**src/rtl/spi_pkg.sv**
```systemverilog
// rtl/spi_pkg.sv - shared types and widths for the SPI mode 0 responder
package spi_pkg;
  localparam int BYTE_W    = 8;
  localparam int BIT_CNT_W = 3;

  typedef enum logic {IDLE, SHIFT} state_t;
endpackage

```
**src/rtl/spi_slave_if.sv**
```systemverilog
// rtl/spi_slave_if.sv - SPI pins plus TX/RX user handshake bundle
interface spi_slave_if;
  import spi_pkg::*;

  logic              spi_cs_n;
  logic              spi_sclk;
  logic              spi_mosi;
  logic              spi_miso;
  logic              spi_miso_oe;
  logic [BYTE_W-1:0] tx_data;
  logic              tx_valid;
  logic              tx_ready;
  logic [BYTE_W-1:0] rx_data;
  logic              rx_valid;
  logic              busy;
  logic              tx_underrun;
  logic              frame_abort;

  modport slave (
    input  spi_cs_n, spi_sclk, spi_mosi, tx_data, tx_valid,
    output spi_miso, spi_miso_oe, tx_ready, rx_data, rx_valid, busy, tx_underrun, frame_abort
  );

  modport master (
    output spi_cs_n, spi_sclk, spi_mosi, tx_data, tx_valid,
    input  spi_miso, spi_miso_oe, tx_ready, rx_data, rx_valid, busy, tx_underrun, frame_abort
  );
endinterface

```
**src/rtl/spi_sync_edge.sv**
```systemverilog
// rtl/spi_sync_edge.sv - N-stage synchronizer with registered rise/fall strobes
module spi_sync_edge #(
  parameter int   STAGES    = 2,
  parameter logic RESET_VAL = 1'b0
) (
  input  logic clk,
  input  logic rst_n,
  input  logic din,
  output logic rise,
  output logic fall
);
  logic [STAGES-1:0] chain;
  logic              prev;

  always_ff @(posedge clk or negedge rst_n) begin
    if (!rst_n) begin
      chain <= {STAGES{RESET_VAL}};
      prev  <= RESET_VAL;
      rise  <= 1'b0;
      fall  <= 1'b0;
    end else begin
      chain <= {chain[STAGES-2:0], din};
      prev  <= chain[STAGES-1];
      rise  <= chain[STAGES-1] & ~prev;
      fall  <= ~chain[STAGES-1] & prev;
    end
  end
endmodule

```
**src/rtl/spi_slave.sv**
```systemverilog
// rtl/spi_slave.sv - SPI mode 0 responder: oversampled pins, MSB-first byte shifting,
// one-entry TX holding register, RX strobe and underrun/abort flags
module spi_slave
  import spi_pkg::*;
#(
  parameter int                SYNC_STAGES = 2,
  parameter logic [BYTE_W-1:0] DEFAULT_TX  = 8'hFF
) (
  input  logic            clk,
  input  logic            rst_n,
  spi_slave_if.slave      bus
);
  logic sclk_rise, sclk_fall, cs_rise, cs_fall;

  spi_sync_edge #(.STAGES(SYNC_STAGES), .RESET_VAL(1'b0)) u_sclk_sync (
    .clk(clk), .rst_n(rst_n), .din(bus.spi_sclk), .rise(sclk_rise), .fall(sclk_fall)
  );

  // cs resets to the asserted level so a frame in flight at reset release is ignored
  spi_sync_edge #(.STAGES(SYNC_STAGES), .RESET_VAL(1'b0)) u_cs_sync (
    .clk(clk), .rst_n(rst_n), .din(bus.spi_cs_n), .rise(cs_rise), .fall(cs_fall)
  );

  logic [SYNC_STAGES-1:0] mosi_chain;
  logic                   mosi_sync;

  always_ff @(posedge clk or negedge rst_n) begin
    if (!rst_n) mosi_chain <= '0;
    else        mosi_chain <= {mosi_chain[SYNC_STAGES-2:0], bus.spi_mosi};
  end
  assign mosi_sync = mosi_chain[SYNC_STAGES-1];

  state_t                 state;
  logic [BIT_CNT_W-1:0]   bit_cnt, bit_cnt_nxt;
  logic [BYTE_W-1:0]      tx_shift, tx_shift_nxt, rx_shift, hold_data, consume_byte;
  logic                   hold_valid, load, consume, byte_done;
  logic                   miso_q, oe_q, busy_q, rx_valid_q, underrun_q, abort_q;
  logic [BYTE_W-1:0]      rx_data_q;

  always_comb begin
    load         = bus.tx_valid & ~hold_valid;
    byte_done    = (state == SHIFT) && sclk_rise && (bit_cnt == '1);
    consume      = ((state == IDLE) && cs_fall) || byte_done;
    consume_byte = hold_valid ? hold_data : DEFAULT_TX;
    bit_cnt_nxt  = ((state == SHIFT) && sclk_rise) ? bit_cnt + 1'b1 : bit_cnt;
    tx_shift_nxt = tx_shift;
    if (consume)
      tx_shift_nxt = consume_byte;
    // the first fall of a byte keeps the fresh MSB on the line
    else if ((state == SHIFT) && sclk_fall && (bit_cnt != '0))
      tx_shift_nxt = {tx_shift[BYTE_W-2:0], 1'b0};
  end

  always_ff @(posedge clk or negedge rst_n) begin
    if (!rst_n) begin
      state      <= IDLE;
      bit_cnt    <= '0;
      tx_shift   <= '0;
      rx_shift   <= '0;
      hold_data  <= '0;
      hold_valid <= 1'b0;
      miso_q     <= 1'b0;
      oe_q       <= 1'b0;
      busy_q     <= 1'b0;
      rx_data_q  <= '0;
      rx_valid_q <= 1'b0;
      underrun_q <= 1'b0;
      abort_q    <= 1'b0;
    end else begin
      rx_valid_q <= 1'b0;
      underrun_q <= 1'b0;
      abort_q    <= 1'b0;
      tx_shift   <= tx_shift_nxt;

      if (consume) begin
        if (hold_valid) hold_valid <= 1'b0;
        else            underrun_q <= 1'b1;
      end
      // a load into an empty register is kept for the next consume point
      if (load) begin
        hold_data  <= bus.tx_data;
        hold_valid <= 1'b1;
      end

      case (state)
        IDLE: begin
          if (cs_fall) begin
            state   <= SHIFT;
            bit_cnt <= '0;
            busy_q  <= 1'b1;
            oe_q    <= 1'b1;
            miso_q  <= tx_shift_nxt[BYTE_W-1];
          end
        end
        SHIFT: begin
          if (sclk_rise) begin
            rx_shift <= {rx_shift[BYTE_W-2:0], mosi_sync};
            bit_cnt  <= bit_cnt_nxt;
            if (byte_done) begin
              rx_data_q  <= {rx_shift[BYTE_W-2:0], mosi_sync};
              rx_valid_q <= 1'b1;
            end
          end
          if (cs_rise) begin
            state   <= IDLE;
            busy_q  <= 1'b0;
            oe_q    <= 1'b0;
            miso_q  <= 1'b0;
            abort_q <= (bit_cnt_nxt != '0);
          end else begin
            miso_q  <= tx_shift_nxt[BYTE_W-1];
          end
        end
        default: state <= IDLE;
      endcase
    end
  end

  assign bus.spi_miso    = miso_q;
  assign bus.spi_miso_oe = oe_q;
  assign bus.tx_ready    = ~hold_valid;
  assign bus.rx_data     = rx_data_q;
  assign bus.rx_valid    = rx_valid_q;
  assign bus.busy        = busy_q;
  assign bus.tx_underrun = underrun_q;
  assign bus.frame_abort = abort_q;
endmodule

```
**src/flat_wrapper.sv**
```systemverilog
// flat-port wrapper written by rule: the top's interface ports become plain ports
module spi_slave_flat import spi_pkg::*;
#(
  parameter int                SYNC_STAGES = 2,
  parameter logic [BYTE_W-1:0] DEFAULT_TX  = 8'hFF
)
  (clk, rst_n, bus_spi_cs_n, bus_spi_sclk, bus_spi_mosi, bus_tx_data, bus_tx_valid, bus_spi_miso, bus_spi_miso_oe, bus_tx_ready, bus_rx_data, bus_rx_valid, bus_busy, bus_tx_underrun, bus_frame_abort);
  spi_slave_if bus_i ();
  input  logic clk;
  input  logic rst_n;
  input wire logic [$bits(bus_i.spi_cs_n)-1:0] bus_spi_cs_n;
  input wire logic [$bits(bus_i.spi_sclk)-1:0] bus_spi_sclk;
  input wire logic [$bits(bus_i.spi_mosi)-1:0] bus_spi_mosi;
  input wire logic [$bits(bus_i.tx_data)-1:0] bus_tx_data;
  input wire logic [$bits(bus_i.tx_valid)-1:0] bus_tx_valid;
  output wire logic [$bits(bus_i.spi_miso)-1:0] bus_spi_miso;
  output wire logic [$bits(bus_i.spi_miso_oe)-1:0] bus_spi_miso_oe;
  output wire logic [$bits(bus_i.tx_ready)-1:0] bus_tx_ready;
  output wire logic [$bits(bus_i.rx_data)-1:0] bus_rx_data;
  output wire logic [$bits(bus_i.rx_valid)-1:0] bus_rx_valid;
  output wire logic [$bits(bus_i.busy)-1:0] bus_busy;
  output wire logic [$bits(bus_i.tx_underrun)-1:0] bus_tx_underrun;
  output wire logic [$bits(bus_i.frame_abort)-1:0] bus_frame_abort;
  assign bus_i.spi_cs_n = bus_spi_cs_n;
  assign bus_i.spi_sclk = bus_spi_sclk;
  assign bus_i.spi_mosi = bus_spi_mosi;
  assign bus_i.tx_data = bus_tx_data;
  assign bus_i.tx_valid = bus_tx_valid;
  assign bus_spi_miso = bus_i.spi_miso;
  assign bus_spi_miso_oe = bus_i.spi_miso_oe;
  assign bus_tx_ready = bus_i.tx_ready;
  assign bus_rx_data = bus_i.rx_data;
  assign bus_rx_valid = bus_i.rx_valid;
  assign bus_busy = bus_i.busy;
  assign bus_tx_underrun = bus_i.tx_underrun;
  assign bus_frame_abort = bus_i.frame_abort;
  spi_slave #(.SYNC_STAGES(SYNC_STAGES), .DEFAULT_TX(DEFAULT_TX)) u_core (.clk(clk), .rst_n(rst_n), .bus(bus_i));
endmodule
```
**config.mk**
```make
export PLATFORM = sky130hd
export DESIGN_NAME = spi_slave_flat
export DESIGN_NICKNAME = d
export VERILOG_FILES = /design/src/rtl/spi_pkg.sv /design/src/rtl/spi_slave_if.sv /design/src/rtl/spi_sync_edge.sv /design/src/rtl/spi_slave.sv /design/src/flat_wrapper.sv
export SDC_FILE = /design/constraint.sdc
export NUM_CORES = 1
export LEC_CHECK = 0
export ABC_AREA = 1
export ABC_CLOCK_PERIOD_IN_PS = 1550
export BUFFER_PORTS_ARGS = -buffer_cell sky130_fd_sc_hd__buf_2
export CAP_MARGIN = 0
export CORE_AREA = 2 2 68 70
export CTS_BUF_LIST = sky130_fd_sc_hd__clkbuf_16
export CTS_CLUSTER_DIAMETER = 200
export DETAILED_ROUTE_END_ITERATION = 8
export DIE_AREA = 0 0 70 72
export HOLD_SLACK_MARGIN = 0.1
export PLACE_DENSITY = 0.73
export REMOVE_ABC_BUFFERS = 1
export SLEW_MARGIN = 20
export SYNTH_ARGS = -nofsm -noshare
export SYNTH_HDL_FRONTEND = slang
export SYNTH_SLANG_ARGS = --single-unit
```
**constraint.sdc**
```tcl
create_clock -name clk -period 1.55 [get_ports clk]
set_input_delay 0.155 -clock clk [delete_from_list [all_inputs] [get_ports clk]]
set_output_delay 0.155 -clock clk [all_outputs]
set_load 0.05 [all_outputs]
```
==> qor.yml <==
drt_iter0_drc: 89
cts_tree: "yes"
synth.distinct_cells: 23
crit_type: "reg2reg"
finalNetCount: 259
finalSetupViolCount: 0
grt_pass1_vias: 1406
fin_crit_sh_pct: 93.4
synthCells: 195
syn_area_um2: 2070
grt_setup_unrepaired: "no"
worst_slew_pin_slew_ns: 0.415
io_pins: 29
crit_path_end_kind: "register"
p_sw_w: 0.00147
yosysSeqAreaShare_pct: 64.0
yosysWarnings: 0
post-place-ws_ns: 0.123
skew_ns: 0.00475
r2r-start: "u_core.bit_cnt[0]"
vdd_drop_max_v: 0.000838
post_synth.cell_area_avg_um2: 10.6
holdPathEnd: "u_core.hold_data[1]"
hp-start: "bus_tx_data[1]"
clk_pin_slew_ns: 0.06
row_count: 24
totalWireLength_um: 3450
cap_violations: 0
worst-path-buf-inv: 0
ff2ff_path_depth: 7
die-area_um2: 5040
dpl_cell_area_um2: 2290
dr.pass1.iters: 4
cts_buffer_depth: 2
path_delay_family: "flip-flops"
r2r-end: "u_core.tx_shift[2]"
max_freq_ghz: 0.691
status: "finished, final reports clean"
path_common_cell: "nand2_1"
viasPerCell: 4.83
hold_path_depth: 2
min_period_ns: 1.45
worst_ep_required_time_ns: 1.77
dp.final_hpwl_um: 2420
p_sw_share_pct: 33.3
worst-path-stages: 7
tns_ns: 0
hp-class: "in2reg"
drtAntennaViolNets: 0
cts_sinks: 53
die_w_um: 70
power.leakage_nw: 1.39
cts_buffers: 5
p_comb_share_pct: 26.4
start_util_pct: 48.6
startpoint_type: "register"
design_area_um2: 2580
antenna_cells: 0
clk-insertion-delay-late_ns: 0.29
finalPower_w: 0.00443
hold_viol: 0
htreeDepth: 2
grt-ovfl-total: 0
max_slew_margin_pct: 72.3
crit_chain: "ha_1, ha_2, nand3_2, nand2_4, a21oi_4, nand2_1, nand2_1"
drive_gt1_share_pct: 27.6
seq_power_share_pct: 46.6
maxSlewViolCount: 0
drc_errors: 0
power.share.clock_pct: 26.9
wl_per_cell_um: 11.7
powerDensity_nw_per_um2: 1720
fin_ws_ns: 0.103
core_um2: 4260
grt_max_degree: 37
max_stage_delay_ns: 0.40
ys_seq_elements: 53
worst_path_max_delay_cell: "dfrtp_1"
fp.dieH_um: 72
area_delta_synth_final_pct: 24.8
p_int_w: 0.00296
vias: 1426
antenna_found_initial: 0
ff2ff_setup_slack_ns: 0.10
io_buffers: 28
grt_pass1_wl_um: 6180
crit_arrival_ns: 1.67
grt.total_usage_pct: 15.7
gp_congestion: 0.920
path_max_fanout: 7
cts_root_buf: "clkbuf_16"
[cells in the final DEF, fill, tap and decap left out]
cell type       n
clkinv_2        1
dfrtp_1        53
inv_4           1
inv_1          14
nand3b_1        1
nand3_2         2
o22ai_1         1
a21oi_1         2
nand3_1         8
o21ai_2         6
nand2_4         3
buf_4           3
nand2_1        64
nor2_1          7
bufinv_16       1
clkinv_1        1
nand2_2         4
ha_2            1
dlygate4sd3_1  11
ha_1            2
and2_1          1
mux2_2          8
a31oi_1         1
buf_2          28
o21ai_0        10
a21oi_4         1
buf_12          1
inv_2           2
clkbuf_16       5
[cell families (layout without fill, tap and decap cells)]
family | count (synthesis) | count (layout) | share of synthesized area (%)
AOI/OAI and AO/OA | 21 | 21 | 6.82
adders and majority gates | 3 | 3 | 1.81
buffers and inverters | 20 | 68 | 4.11
DFF | 53 | 53 | 64.0
muxes | 8 | 8 | 4.35
and+or+nand+nor | 90 | 90 | 18.9
[worst max-delay path by stage]
stage                                    end  slack (ns)              start
after global placement    u_core.tx_shift[7]        0.18  u_core.bit_cnt[0]
after CTS                 u_core.tx_shift[4]        0.10  u_core.bit_cnt[0]
final                     u_core.tx_shift[2]        0.10  u_core.bit_cnt[0]
after floorplan           u_core.tx_shift[7]        0.11  u_core.bit_cnt[0]
after detailed placement  u_core.tx_shift[7]        0.12  u_core.bit_cnt[0]
after global routing      u_core.tx_shift[0]        0.02  u_core.bit_cnt[0]
[synthesized netlist by cell type, drive strengths merged]
master  count  area share [%]
a21oi       3             1.3
a31oi       1            0.30
and2        1            0.30
buf         3            0.85
clkinv      1            0.24
dfrtp      53              64
ha          3             1.8
inv        16             3.0
mux2        8             4.3
nand2      71              14
nand3      10             2.9
nand3b      1            0.36
nor2        7             1.3
o21ai      16             5.0
o22ai       1            0.30
[what timing repair did]
| item | in CTS | in global routing |
|---|---|---|
| endpoints found under the setup margin | 0 | 7 |
| resized for setup | 0 | 4 |
| endpoints found under the hold margin | 27 | 0 |
| setup buffers | 0 | 1 |
| hold buffers | 11 | 0 |
[power by group through the flow]
stage	combinational, W	clock [W]	sequential, W
CTS	0.00117	0.00123	0.00206
global route	0.00132	0.00126	0.00212
detailed placement	0.00115	0	0.00208
global placement	0.00111	0	0.00207
floorplan	0.000649	0	0.00225
finish	0.00117	0.00119	0.00207
[through the flow]
| stage | hold slack, ns | util [%] | cells |
|---|---|---|---|
| floorplan | -0.141 | - | 192 |
| global placement | 0.111 | 53.8 | 275 |
| detailed placement | 0.120 | 53.8 | 275 |
| CTS | 0.100 | 60.2 | 294 |
| global route | 0.108 | 60.6 | 295 |
| finish | 0.101 | 60.6 | 295 |
[final cells by class]
cell class	instances	area [µm²]
fill	354	1680
inverter	17	67.6
multi-input combinational	122	671
clock buffer	5	125
sequential	53	1330
timing repair buffer	43	293
clock inverter	3	37.5
tap	52	65.1
[routing by layer]
| layer | part of all wire, % | wire length [µm] | global-route usage, % | vias to the layer above |
|---|---|---|---|---|
| met4 | 1.4 | 47 | 7.69 | 0 |
| li1 | - | - | - | 714 |
| met3 | 4.4 | 153 | 4.44 | 4 |
| met2 | 48 | 1670 | 25.2 | 26 |
| met5 | 0 | 0 | 0 | - |
| met1 | 46 | 1580 | 20.0 | 682 |
[flip-flops by register name (all words and copies together) (netlist names), 2 cells and up]
name                      count
u_core.hold_data              8
u_core.bit_cnt                3
u_core.rx_shift               7
u_core.tx_shift               8
u_core.mosi_chain             2
u_core.bus.rx_data            8
u_core.u_sclk_sync.chain      2
u_core.u_cs_sync.chain        2
(Power assumes the default switching activity.)
